File: config.mk
export PLATFORM = sky130hd
export DESIGN_NAME = usb_rx_byte_fifo
export DESIGN_NICKNAME = d
export VERILOG_FILES = /design/src/rtl/usb_rx_byte_fifo.sv
export SDC_FILE = /design/constraint.sdc
export NUM_CORES = 1
export LEC_CHECK = 0
export ABC_CLOCK_PERIOD_IN_PS = 5800
export CORE_MARGIN = 1
export CORE_UTILIZATION = 47
export DETAILED_ROUTE_END_ITERATION = 8
export GPL_TIMING_DRIVEN = 0
export SETUP_SLACK_MARGIN = 0.4
export SKIP_LAST_GASP = 1
export SYNTH_ARGS = -nofsm -noshare
export SYNTH_HDL_FRONTEND = slang
export SYNTH_SLANG_ARGS = --single-unit
File: constraint.sdc
create_clock -name CLOCK_50 -period 5.8 [get_ports CLOCK_50]
set_input_delay 0.58 -clock CLOCK_50 [delete_from_list [all_inputs] [get_ports CLOCK_50]]
set_output_delay 0.58 -clock CLOCK_50 [all_outputs]
set_load 0.02 [all_outputs]
File: src/rtl/usb_rx_byte_fifo.sv
// usb_rx_byte_fifo
// Receive-side byte buffer between the FT232H USB block and fabric consumers
// such as the LED display and the command decoder. The USB block signals each
// new byte with a rising edge on byte_received, and this FIFO turns every such
// edge into exactly one push. Bytes are stored until a consumer pops them.
// Everything runs on CLOCK_50 in one clock domain.
module usb_rx_byte_fifo #(
    parameter int DATA_W = 8,
    parameter int ADDR_W = 4
) (
    input  logic              CLOCK_50,
    input  logic              reset_n,
    input  logic              byte_received,
    input  logic [DATA_W-1:0] rx_data,
    input  logic              rd_en,
    output logic [DATA_W-1:0] dout,
    output logic              dout_valid,
    output logic              empty,
    output logic              full,
    output logic [ADDR_W:0]   count,
    output logic              overflow,
    input  logic              clr_overflow
);

    localparam int DEPTH = 2 ** ADDR_W;
    localparam logic [ADDR_W:0] DEPTH_CNT = (ADDR_W + 1)'(DEPTH);

    // Storage array. It is never reset, because stale contents cannot be
    // observed once both pointers and the count have been cleared.
    logic [DATA_W-1:0] mem_q [DEPTH];

    // Registered state and the next value of each register
    logic              br_q;
    logic [ADDR_W-1:0] wrPtr_q,     wrPtr_d;
    logic [ADDR_W-1:0] rdPtr_q,     rdPtr_d;
    logic [ADDR_W:0]   count_q,     count_d;
    logic [DATA_W-1:0] dout_q,      dout_d;
    logic              doutValid_q, doutValid_d;
    logic              overflow_q,  overflow_d;

    // Decoded events for the current cycle
    logic pushReq;
    logic popOk;
    logic pushOk;
    logic dropByte;

    // Both flags come only from the count register, so they are glitch-free.
    assign empty      = (count_q == '0);
    assign full       = (count_q == DEPTH_CNT);
    assign count      = count_q;
    assign dout       = dout_q;
    assign dout_valid = doutValid_q;
    assign overflow   = overflow_q;

    // Decodes the push and pop events. When the FIFO is full, a pop in the
    // same cycle frees a slot, so a coincident push is accepted and not dropped.
    always_comb begin
        pushReq  = byte_received & ~br_q;
        popOk    = rd_en & ~empty;
        pushOk   = pushReq & (~full | popOk);
        dropByte = pushReq & full & ~popOk;
    end

    // Computes the next pointers, count, output byte and overflow flag.
    // There is no bypass path: a byte pushed into an empty FIFO can be read
    // in the following cycle at the earliest.
    always_comb begin
        wrPtr_d     = wrPtr_q;
        rdPtr_d     = rdPtr_q;
        count_d     = count_q;
        dout_d      = dout_q;
        doutValid_d = 1'b0;
        overflow_d  = overflow_q;

        if (pushOk) begin
            wrPtr_d = wrPtr_q + ADDR_W'(1);
        end

        if (popOk) begin
            rdPtr_d     = rdPtr_q + ADDR_W'(1);
            dout_d      = mem_q[rdPtr_q];
            doutValid_d = 1'b1;
        end

        if (pushOk && !popOk) begin
            count_d = count_q + (ADDR_W + 1)'(1);
        end else if (popOk && !pushOk) begin
            count_d = count_q - (ADDR_W + 1)'(1);
        end

        // A drop in the same cycle as a clear leaves the flag set, so the
        // drop is never lost.
        if (dropByte) begin
            overflow_d = 1'b1;
        end else if (clr_overflow) begin
            overflow_d = 1'b0;
        end
    end

    // Control registers with synchronous reset. The edge register resets to 1
    // so that a byte_received level held high through reset is not taken as a
    // new byte. Reset overrides any rd_en that arrives in the same cycle.
    always_ff @(posedge CLOCK_50) begin
        if (!reset_n) begin
            br_q        <= 1'b1;
            wrPtr_q     <= '0;
            rdPtr_q     <= '0;
            count_q     <= '0;
            dout_q      <= '0;
            doutValid_q <= 1'b0;
            overflow_q  <= 1'b0;
        end else begin
            br_q        <= byte_received;
            wrPtr_q     <= wrPtr_d;
            rdPtr_q     <= rdPtr_d;
            count_q     <= count_d;
            dout_q      <= dout_d;
            doutValid_q <= doutValid_d;
            overflow_q  <= overflow_d;
        end
    end

    // Writes accepted bytes into storage. Writes are gated by reset so a byte
    // arriving during reset leaves the array untouched.
    always_ff @(posedge CLOCK_50) begin
        if (reset_n && pushOk) begin
            mem_q[wrPtr_q] <= rx_data;
        end
    end

endmodule
==> impl_metrics.ini <==
[outcome]
outcome = finished, final reports clean

[placement]
io_buffers = 29
dp_hpwl_um = 8470
gp_congestion = 0.765

[logic_synthesis]
yosys_warnings = 0
post-synth-top-area-fraction = 0.631
avgSynthCellArea_um2 = 15.3
yosys.area.top_type = edfxtp_1
ys_seq_area_frac = 0.710
synth-async-reset-ratio = 0
synth_area_leaders = edfxtp_1 63%, mux2i_1 11%, dfxtp_1 7.9%, o22ai_1 3.3%, nor2_1 2.0%
synth-seq-cells = 152
synth_flop_cell = edfxtp_1
synth_area_um2 = 6090
synth.distinct_cells = 37
syn_inst = 397
synth_edf_count = 128
syn_nets = 420

[clock_tree]
numClockSinks = 152
cts_made_buffers = 17
cts-root-buf = clkbuf_16
clk_latency_ns = 0.42
cts_resized = 0
post-cts-setup-buffers = 0
h-tree-depth = 4
clk_pin_slew_ns = 0.05
tritoncts = built
cts_hold_buf = 0
clk_path_buf_depth = 2

[timing]
rsz0062_at_grt = no
worstMarginPinSlew_ns = 0.911
maxSlewViolCount = 0
skew_ns = 0.00610
hold_violations = 0
max_freq_mhz = 299
max_slew_margin = 0.391
min_period_ns = 3.35
fin_crit_sh = 0.577
setup_viol = 0
finalSetupTns_ns = 0

[worst_setup_path]
cp.depth = 11
crit_buf_inv = 4
crit_family = buffers and inverters
slowest_stage = clkdlybuf4s50_1
crit_fanout = 10
rr_worst_depth = 11
crit_required_ns = 6.15
critPathKind = input port to flip-flop
crit_chain = clkdlybuf4s50_1 > a21boi_2 > clkbuf_1 > inv_1 > ha_1 > inv_1 > ha_1 > a21o_1 > a21oi_1 > mux2i_1 > mux2i_1
start_kind = input port
endpoint_kind = flip-flop
slowest_delay_ns = 0.55
critical_path_arrival_ns = 3.69

[power_and_ir_drop]
clkPwrFrac = 0.371
leakagePower_nw = 2.28
finalPower_mw = 2.95
p_int_mw = 2.17
switchingPower_uw = 779
ir_worst_vdd_mv = 0.223
p_per_area_nw_per_um2 = 410
combPwrFrac = 0.196
p_sw_frac = 0.264
pwr-share-seq = 0.433

[route]
post_drt_wl_per_cell_um = 19.9
wl_met2_um = 6300
dr.max_layer_used = met4
met1_length_um = 5590
wl_met3_um = 505
drt.antenna.violating_nets = 0
vias = 3327
dr.pass1.iters = 4
drt_iter0_drc = 207
vias_per_cell = 5.28
wl_um = 12600
route.detailed.drc = 0

[die]
dieArea_um2 = 13400
core_um2 = 12600
initial_utilization = 0.483
die_w_um = 116
num_rows = 41
dieHeight_um = 116
ioPinCount = 30

[grt]
grt_first_pass_wirelength_um = 19500
grtUsageTotal = 0.209
antenna_found_initial = 0
grt_pass1_vias = 3368
overflow = 0
grt_max_degree = 17

[layout]
fill_cells = 1013
antenna_cells = 0
final_cell_mix = 128 x edfxtp_1, 69 x mux2i_1, 32 x nor2_1, 32 x o22ai_1, 29 x clkdlybuf4s50_1
nets = 468
syn_to_final_growth_pct = 18.1
drive_above_1_share = 0.0961
final_common_cell = edfxtp_1

[job]
drv_cap = 0

[hold_path]
hold_depth = 2
hold_path.class = flip-flop to flip-flop
## layer usage
layer,up-vias,global-route usage
met4,0,0.0795
met5,-,0
met3,13,0.0528
met1,1635,0.270
met2,56,0.340
li1,1623,-
## worst reg2reg max path, stage by stage (launching register included)
cell and delay, ns:
dfxtp_1 0.38, nor4_1 0.60, a21boi_2 0.29, clkbuf_1 0.31, inv_1 0.14, ha_1 0.17
inv_1 0.11, fa_1 0.42, a21o_1 0.19, a21oi_1 0.18, mux2i_1 0.26, mux2i_1 0.20
## power by group through the flow
stage | clock network [mW] | logic [mW] | registers (mW)
2_1_floorplan | 0 | 0.311 | 1.34
4_1_cts | 1.11 | 0.584 | 1.28
6_report | 1.09 | 0.578 | 1.28
5_1_grt | 1.15 | 0.629 | 1.28
3_3_place_gp | 0 | 0.571 | 1.30
3_5_place_dp | 0 | 0.579 | 1.30
## stage by stage
step           utilization  instance area [um^2]  hold slack, ns  setup slack, ns  instances
6_report             0.570                  7190           0.477             2.45        630
5_1_grt              0.570                  7190           0.511             2.19        630
4_1_cts              0.570                  7190           0.481             2.42        630
3_5_place_dp         0.523                  6600           0.472             1.97        598
3_3_place_gp         0.523                  6600           0.461             2.01        598
2_1_floorplan            -                  6090           0.487             3.03        397
## cells in the mapped netlist, types with 2 or more instances
master,instances
clkbuf_1,7
edfxtp_1,128
nand2_1,5
nand3b_1,5
nand3_1,5
xnor2_1,3
a21oi_1,13
o22ai_1,32
nor2_1,32
buf_2,10
or3b_1,3
nand2b_1,2
or3_1,3
inv_1,6
dfxtp_1,24
nor4_1,9
o21ai_0,9
xor2_1,5
ha_1,9
mux2i_1,69
o211ai_1,2
## logic make-up after synthesis
group	share of synthesized area
xor gates and xnor gates	0.0115
adders and majority gates	0.0218
buffers and inverters	0.0205
muxes	0.113
DFF	0.710
AOI/OAI and AO/OA	0.0653
and+or+nand+nor	0.0577
## final cells by class
class                   count  area, um^2  share of cell area
well taps                 172         215              0.0299
repair buffers             29         290              0.0404
inverters                   7        26.3             0.00365
flip-flops and latches    152        4320               0.601
clock buffers              24         472              0.0656
multi-input cells         218        1640               0.228
plain buffers              20        98.8              0.0137
clock inverters             8         123              0.0170
## registers in the layout, summed over array words and instances, names as in the netlist
| signal | cells |
|---|---|
| rdPtr_q | 4 |
| dout_valid | 1 |
| wrPtr_q | 4 |
| br_q | 1 |
| mem_q | 128 |
| count | 5 |
| overflow | 1 |
| dout | 8 |
## worst paths after layout
kind,endpoint,from,slack (ns)
setup reg to reg,count[4],count[0],2.49
setup / recovery,count[4],rd_en,2.45
hold / removal,overflow,overflow,0.48
hold reg to reg,overflow,overflow,0.48
No activity file was read; power rests on OpenSTA's default activity.
